## config.mk

```make
export PLATFORM = sky130hd
export DESIGN_NAME = antidiff_sequencer
export DESIGN_NICKNAME = d
export VERILOG_FILES = /design/src/rtl/antidiff_sequencer.sv
export SDC_FILE = /design/constraint.sdc
export NUM_CORES = 1
export LEC_CHECK = 0
export ABC_CLOCK_PERIOD_IN_PS = 9350
export CAP_MARGIN = 15
export CORE_MARGIN = 5
export CORE_UTILIZATION = 62
export DETAILED_ROUTE_END_ITERATION = 10
export GPL_TIMING_DRIVEN = 0
export PLACE_DENSITY = 0.81
export SLEW_MARGIN = 20
export SYNTH_ARGS = -nofsm -noshare
export SYNTH_HDL_FRONTEND = slang
export SYNTH_SLANG_ARGS = --single-unit
```

## constraint.sdc

```tcl
create_clock -name clk -period 9.35 [get_ports clk]
set_input_delay 2.3375 -clock clk [delete_from_list [all_inputs] [get_ports clk]]
set_output_delay 2.3375 -clock clk [all_outputs]
set_load 0.03 [all_outputs]
```

## src/rtl/antidiff_sequencer.sv

```systemverilog
// -----------------------------------------------------------------------------
// antidiff_sequencer
//
// Time-multiplexed controller for a cascade of first-order anti-difference
// (running-sum) stages. A single adder and an N-entry accumulator bank stand in
// for N parallel stages. For each accepted sample the active stages are updated
// in order 0..ord-1, one stage per clock. The last stage's sum is presented on
// a valid/ready output.
//
// Parameters:
//   N        maximum number of cascaded stages (1..16)
//   OUT_RES  width of samples, accumulators and result
//
// Ports:
//   clk        system clock, rising edge
//   reset      synchronous active-high reset (priority over clear)
//   clear      synchronous accumulator clear / abort of the sample in flight
//   cfg_order  number of active stages, sampled on input acceptance
//   in_valid   input sample valid
//   in_ready   controller is idle and can accept a sample
//   in_data    input sample, two's complement
//   out_valid  result valid
//   out_ready  downstream accepts the result
//   out_data   anti-difference of the selected order
//   busy       controller is running or holding a result
// -----------------------------------------------------------------------------
module antidiff_sequencer #(
    parameter int N       = 4,
    parameter int OUT_RES = 16
) (
    input  logic                   clk,
    input  logic                   reset,
    input  logic                   clear,
    input  logic [$clog2(N):0]     cfg_order,
    input  logic                   in_valid,
    output logic                   in_ready,
    input  logic [OUT_RES-1:0]     in_data,
    output logic                   out_valid,
    input  logic                   out_ready,
    output logic [OUT_RES-1:0]     out_data,
    output logic                   busy
);

    localparam int N_BITS = $clog2(N);
    // Index width into the accumulator bank (at least one bit).
    localparam int KW = (N > 1) ? N_BITS : 1;

    localparam logic [N_BITS:0] ORD_MAX = N[N_BITS:0];
    localparam logic [N_BITS:0] ORD_ONE = {{N_BITS{1'b0}}, 1'b1};

    typedef enum logic [1:0] {
        ST_IDLE,
        ST_RUN,
        ST_DONE
    } state_t;

    state_t              state_reg;
    logic [N_BITS:0]     k_reg;
    logic [N_BITS:0]     ord_reg;
    logic [OUT_RES-1:0]  opd_reg;
    logic                out_valid_reg;
    logic [OUT_RES-1:0]  out_data_reg;

    logic [OUT_RES-1:0]  acc_word [N];
    logic [KW-1:0]       k_idx;
    logic [OUT_RES-1:0]  sum;
    logic                last_stage;
    logic [N_BITS:0]     ord_clamp;

    // k never exceeds N-1, so the low bits are a complete bank index.
    assign k_idx      = k_reg[KW-1:0];
    assign sum        = acc_word[k_idx] + opd_reg;
    assign last_stage = (k_reg == (ord_reg - ORD_ONE));

    // Order 0 means a single stage; anything above N saturates at N.
    always_comb begin
        ord_clamp = cfg_order;
        if (cfg_order == '0) begin
            ord_clamp = ORD_ONE;
        end else if (cfg_order > ORD_MAX) begin
            ord_clamp = ORD_MAX;
        end
    end

    // Accumulator bank: each entry is written only when its stage is being
    // processed, so stages beyond the current order keep their values.
    genvar gi;
    generate
        for (gi = 0; gi < N; gi++) begin : g_acc
            logic [OUT_RES-1:0] acc_reg;
            logic               stage_sel;

            assign stage_sel    = (state_reg == ST_RUN) && (k_idx == KW'(gi));
            assign acc_word[gi] = acc_reg;

            always_ff @(posedge clk) begin
                if (reset || clear) begin
                    acc_reg <= '0;
                end else if (stage_sel) begin
                    acc_reg <= sum;
                end
            end
        end
    endgenerate

    always_ff @(posedge clk) begin
        if (reset) begin
            state_reg     <= ST_IDLE;
            opd_reg       <= '0;
            k_reg         <= '0;
            ord_reg       <= ORD_ONE;
            out_valid_reg <= 1'b0;
            out_data_reg  <= '0;
        end else if (clear) begin
            // Abort: the sample in flight is dropped, out_data keeps its value.
            state_reg     <= ST_IDLE;
            opd_reg       <= '0;
            out_valid_reg <= 1'b0;
        end else begin
            case (state_reg)
                ST_IDLE: begin
                    if (in_valid) begin
                        opd_reg   <= in_data;
                        k_reg     <= '0;
                        ord_reg   <= ord_clamp;
                        state_reg <= ST_RUN;
                    end
                end
                ST_RUN: begin
                    // Each stage's output is the next stage's operand.
                    opd_reg <= sum;
                    if (last_stage) begin
                        out_data_reg  <= sum;
                        out_valid_reg <= 1'b1;
                        state_reg     <= ST_DONE;
                    end else begin
                        k_reg <= k_reg + 1'b1;
                    end
                end
                ST_DONE: begin
                    if (out_ready) begin
                        out_valid_reg <= 1'b0;
                        state_reg     <= ST_IDLE;
                    end
                end
                default: begin
                    state_reg <= ST_IDLE;
                end
            endcase
        end
    end

    assign in_ready  = (state_reg == ST_IDLE);
    assign busy      = (state_reg != ST_IDLE);
    assign out_valid = out_valid_reg;
    assign out_data  = out_data_reg;

endmodule

```

# After elaboration in Yosys (flattened, before gate mapping)
# Index checks and enable logic that the tools add are counted.
[classes]
reduce_logical = 18
muxes = 17
n_bitwise = 2
addsub = 3
order_cmp = 2
n_eq_ne = 10
[op_table]
columns = ["operator", "count"]
rows = [
  ["16-bit 2-to-1 mux", 3],
  ["16-bit binary-select mux with 2-bit select", 1],
  ["16-bit case mux with 2 select lines", 1],
  ["16-bit adder", 1],
  ["3-bit 2-to-1 mux", 4],
  ["3-bit AND reduction", 4],
  ["2-bit != test (second input constant)", 4],
  ["2-bit == test (second input constant)", 3],
  ["2-bit 2-to-1 mux", 3],
  ["2-bit case mux with 3 select lines", 1],
  ["3-bit case mux with 2 select lines", 1],
  ["2-bit nonzero test", 3],
  ["2-bit by 1-bit == test with 1-bit output (second input constant)", 2],
  ["1-bit logical AND", 4],
  ["2-bit logical NOT", 2],
  ["4-bit AND reduction", 1],
  ["3-bit by 1-bit adder with 3-bit output (second input constant)", 1],
  ["3-bit == test", 1],
  ["3-bit greater-or-equal comparator (second input constant)", 1],
  ["3-bit > comparator (second input constant)", 1],
  ["3-bit logical NOT", 1],
  ["2-bit inverter with 3-bit output", 1],
  ["3-bit by 1-bit subtractor with 3-bit output (second input constant)", 1],
  ["1-bit 2-to-1 mux", 2],
  ["5 further kinds", 5],
]
[totals]
out_inout_bits = 19
inputBits = 24
regBits = 105

# Logic depth before layout (Yosys ltp)
[logic_depth]
word_depth = 6
ltp_mapped = 13

# Worst setup path before layout
# Ideal clock, no wire load.
[synth_timing]
path_type = "reg-to-output"
start = "register state_reg[1]"
end = "output busy"
path_buffers = 1
path_stages_with_launch = 4
arrival_ns = 1.266
setup_slack_ns = 5.747
cell_sequence = "dfxtp_1 clkbuf_1 nor2_1 inv_1"
[synth_between]
elab_chain_len = 1
[synth_rtl]
columns = ["item", "line", "text"]
rows = [
  ["start: declaration", "57", "state_t state_reg;"],
  ["start signal: assignment", "108", "state_reg <= ST_IDLE;"],
  ["start signal: assignment", "116", "state_reg <= ST_IDLE;"],
  ["start signal: assignment", "126", "state_reg <= ST_RUN;"],
  ["2-bit nonzero test", "154", "assign busy = (state_reg != ST_IDLE);"],
  ["end: declaration", "41", "output logic busy"],
]
# Every way passes these cells.

# Worst setup path after layout
[layout_timing]
start = "input reset"
end = "register opd_reg[14]"
[layout_between]
elab_chain_len = 1
[layout_rtl]
columns = ["item", "line", "text"]
rows = [
  ["start: declaration", "32", "input logic reset,"],
  ["2-bit OR reduction (no source line)", "-", ""],
  ["end signal: assignment", "123", "opd_reg <= in_data;"],
  ["end signal: assignment", "131", "opd_reg <= sum;"],
  ["end: declaration", "60", "logic [OUT_RES-1:0] opd_reg;"],
]
# Every way passes these cells.
# A chain may end at the register's enable or synchronous reset.

==> metrics.md <==
| Metric | Value |
|---|---|
| Fmax | `228.0 MHz` |
| CP max stage delay | `560 ps` |
| WS Path Type | `in -> reg` |
| Root Driver | `clkbuf_8` |
| Top Ports | `43` |
| DP Cell Count | `712` |
| Critical Path Source Type | `primary input` |
| Area of the multi-input gates | `2791 um2` |
| Initial DRC Count | `363` |
| CP cell instances | `clkdlybuf4s50_1 > clkbuf_1 > or2_2 > clkbuf_1 > clkbuf_1 > o22ai_1` |
| Number of CTS-inserted buffers | `9` |
| Height of the die | `101.1 um` |
| Core area | `8175 um2` |
| Leakage | `2.079 nW` |
| Hold slack | `462.7 ps` |
| Clock skew | `18.47 ps` |
| # hold bufs at CTS | `0` |
| Yosys warnings | `0` |
| Worst EP arrival | `4630 ps` |
| Residual DRC | `0` |
| Synth Register Bits | `105` |
| First-pass GRT wire length | `22.77 mm` |
| Max-cap violation count | `0` |
| Wire per inst | `19.74 um` |
| Via density per instance | `6.268` |
| Syn Area/Cell | `9.099 um2` |
| Worst skew pair latency | `390 ps` |
| Drt pass-1 iters | `7` |
| Setup total negative slack | `0 ps` |
| Kind of cell adding the most delay to the critical path | `buffers and inverters` |
| CP Capture Type | `flip-flop` |
| Post_cts resized | `0` |
| Post-synth top cells | `dfxtp_1, nand2_1, a21oi_1, nor2_1, o21ai_0` |
| Mapped Nets | `611` |
| Most used cell, CP | `clkbuf_1` |
| # H-tree levels | `3` |
| Clk sink count | `105` |
| Max reg flops | `64` |
| Grt total ovfl | `0` |
| Design Area, Final | `5878 um2` |
| Final-stage net count | `663` |
| Buf+Inv Stages, Crit Path | `4` |
| Vias in the first global route | `4517` |
| Post-CTS Setup Inserts | `0` |
| Port Buf Inserts | `41` |
| RePlAce Congestion | `0.9331` |
| Drt total wl | `14.35 mm` |
| Fraction of registers with async set/reset | `0%` |
| Layout cells sized above 1 | `11.74%` |
| Final worst-path cycle share | `46.92%` |
| Placement Cell Area | `5692 um2` |
| EDFF count, synth | `0` |
| Distinct cells, synth | `59` |
| Row count | `33` |
| Syn Inst Count | `566` |
| Mapped cell area | `5150 um2` |
| FF/Latch Area | `2102 um2` |
| Most frequent cell after synthesis | `dfxtp_1` |
| GR Util All Layers | `29.24%` |
| RSZ-0062 raised after global routing | `no` |
| Fill count | `665` |
| DIE WIDTH | `101.1 um` |
| Largest net degree at the start of global routing | `20` |
| Worst-margin pin slew | `811.3 ps` |
| Inserted Diodes | `0` |
| Placed wire-length estimate | `10.43 mm` |
| Min Tclk post-route | `4387 ps` |
| Seq/Total Area, Yosys | `40.82%` |
| Initial core utilization | `62.99%` |
| CP Data Required Time | `9590 ps` |
| Synth area leader | `dfxtp_1` |
| Slew margin rel. | `45.71%` |
| CTS tree | `done` |
| Max Root-Sink Buffers | `2` |
| Final std cells w/o fill | `727` |
| Total Die Area | `10230 um2` |
| Initial antenna violation count | `0` |
| Max IR drop VDD | `0.00008237 V` |
| Primary FF master, synth | `dfxtp_1` |
| Status | `completed` |
| Slowest CP cell | `clkbuf_1` |
| Post-synth top area share | `40.82%` |
| Clock-pin slew of the registers on the worst-case setup and hold paths | `110 ps` |
| Routed Antenna Nets | `0` |
| Final setup fails | `0` |
| Area contributors post-synth | `dfxtp_1, mux4_2, a21oi_1` |
| Crit-path max FO | `10` |
| PwrDens | `139.5 nW/um2` |
| Via count | `4557` |
| Hold Crit Class | `reg -> reg` |
| Hold Vio Cnt, Final | `0` |
| Area Growth Syn to Fin | `14.14%` |
| Max-slew violation count | `0` |
[kinds of logic after synthesis]
group / after synthesis / share of synthesized area [%]
XOR/XNOR: 16 / 3.596
AND/OR/NAND/NOR: 180 / 15.91
adder cells (fa/ha/maj): 21 / 5.248
buffers and inverters: 54 / 4.980
multiplexers: 24 / 8.649
AO/OA/AOI/OAI: 166 / 20.80
flip-flops: 105 / 40.82
[per-layer routing]
layer | vias up | track usage, % | share of wire, %
li1 | 2111 | - | -
met1 | 2174 | 38.61 | 41
met2 | 230 | 47.59 | 48
met3 | 42 | 5.096 | 7.7
met4 | 0 | 12.17 | 3.2
met5 | - | 0 | 0
[final timing paths]
path / slack [ps] / start / depth (start not counted) / to
worst min register to register: 460 / g_acc[0].acc_reg[10]$_SDFFE_PP0P_ / 2 / g_acc[0].acc_reg[10]$_SDFFE_PP0P_
worst max register to register: 5520 / k_reg[1]$_SDFFE_PP0P_ / 10 / g_acc[1].acc_reg[9]$_SDFFE_PP0P_
worst min-delay path: 460 / g_acc[0].acc_reg[10]$_SDFFE_PP0P_ / 2 / g_acc[0].acc_reg[10]$_SDFFE_PP0P_
worst max-delay path: 4960 / reset / 6 / opd_reg[14]$_SDFFE_PP0P_
[placed cells by master (no fill, tap or decap), types with 3 or more instances in the layout]
| cell | n |
|---|---|
| a211oi_2 | 4 |
| inv_1 | 16 |
| ha_1 | 20 |
| nand2_1 | 86 |
| clkbuf_1 | 19 |
| a211oi_1 | 11 |
| and2_1 | 5 |
| clkdlybuf4s50_1 | 41 |
| nand3_1 | 24 |
| o2bb2ai_1 | 5 |
| mux2i_1 | 7 |
| nor2_1 | 39 |
| buf_4 | 3 |
| dfxtp_1 | 105 |
| a21oi_1 | 65 |
| o22ai_1 | 6 |
| nor3_1 | 4 |
| a2bb2oi_1 | 4 |
| o211ai_1 | 3 |
| nand2b_1 | 5 |
| a22oi_1 | 7 |
| o21ai_0 | 28 |
| a21o_1 | 4 |
| clkinv_4 | 3 |
| buf_2 | 9 |
| xor2_1 | 5 |
| buf_1 | 3 |
| nor2_2 | 3 |
| mux4_2 | 16 |
| clkbuf_8 | 9 |
| xnor2_1 | 6 |
| o21ai_1 | 10 |
[area by class of cell]
class / instances / share of cell area, %
flip-flops and latches: 105 / 35.76
clock inverters: 6 / 1.064
multi-input cells: 407 / 47.49
well taps: 105 / 2.235
repair buffers: 41 / 6.982
clock buffers: 9 / 2.107
inverters: 17 / 1.086
plain buffers: 37 / 3.278
[worst min-delay path: stages, from the launching register on]
cell     delay [ps]
dfxtp_1         330
nand2_1          50
a21oi_1          50
[metrics by stage]
step	util (%)	worst slack [ps]	total power [mW]
final	71.90	4963	0.8198
after global routing	71.90	4883	0.8510
after CTS	71.90	4982	0.8209
after detailed placement	69.62	4582	0.5548
after global placement	69.62	4643	0.5525
after floorplan	-	5747	0.5218
[power by group]
| group | internal, mW | switching [mW] |
|---|---|---|
| clock network | 0.102 | 0.172 |
| registers | 0.453 | 0.00376 |
| logic | 0.0340 | 0.0552 |
| total | 0.589 | 0.231 |
No activity file was read; power rests on OpenSTA's default activity.
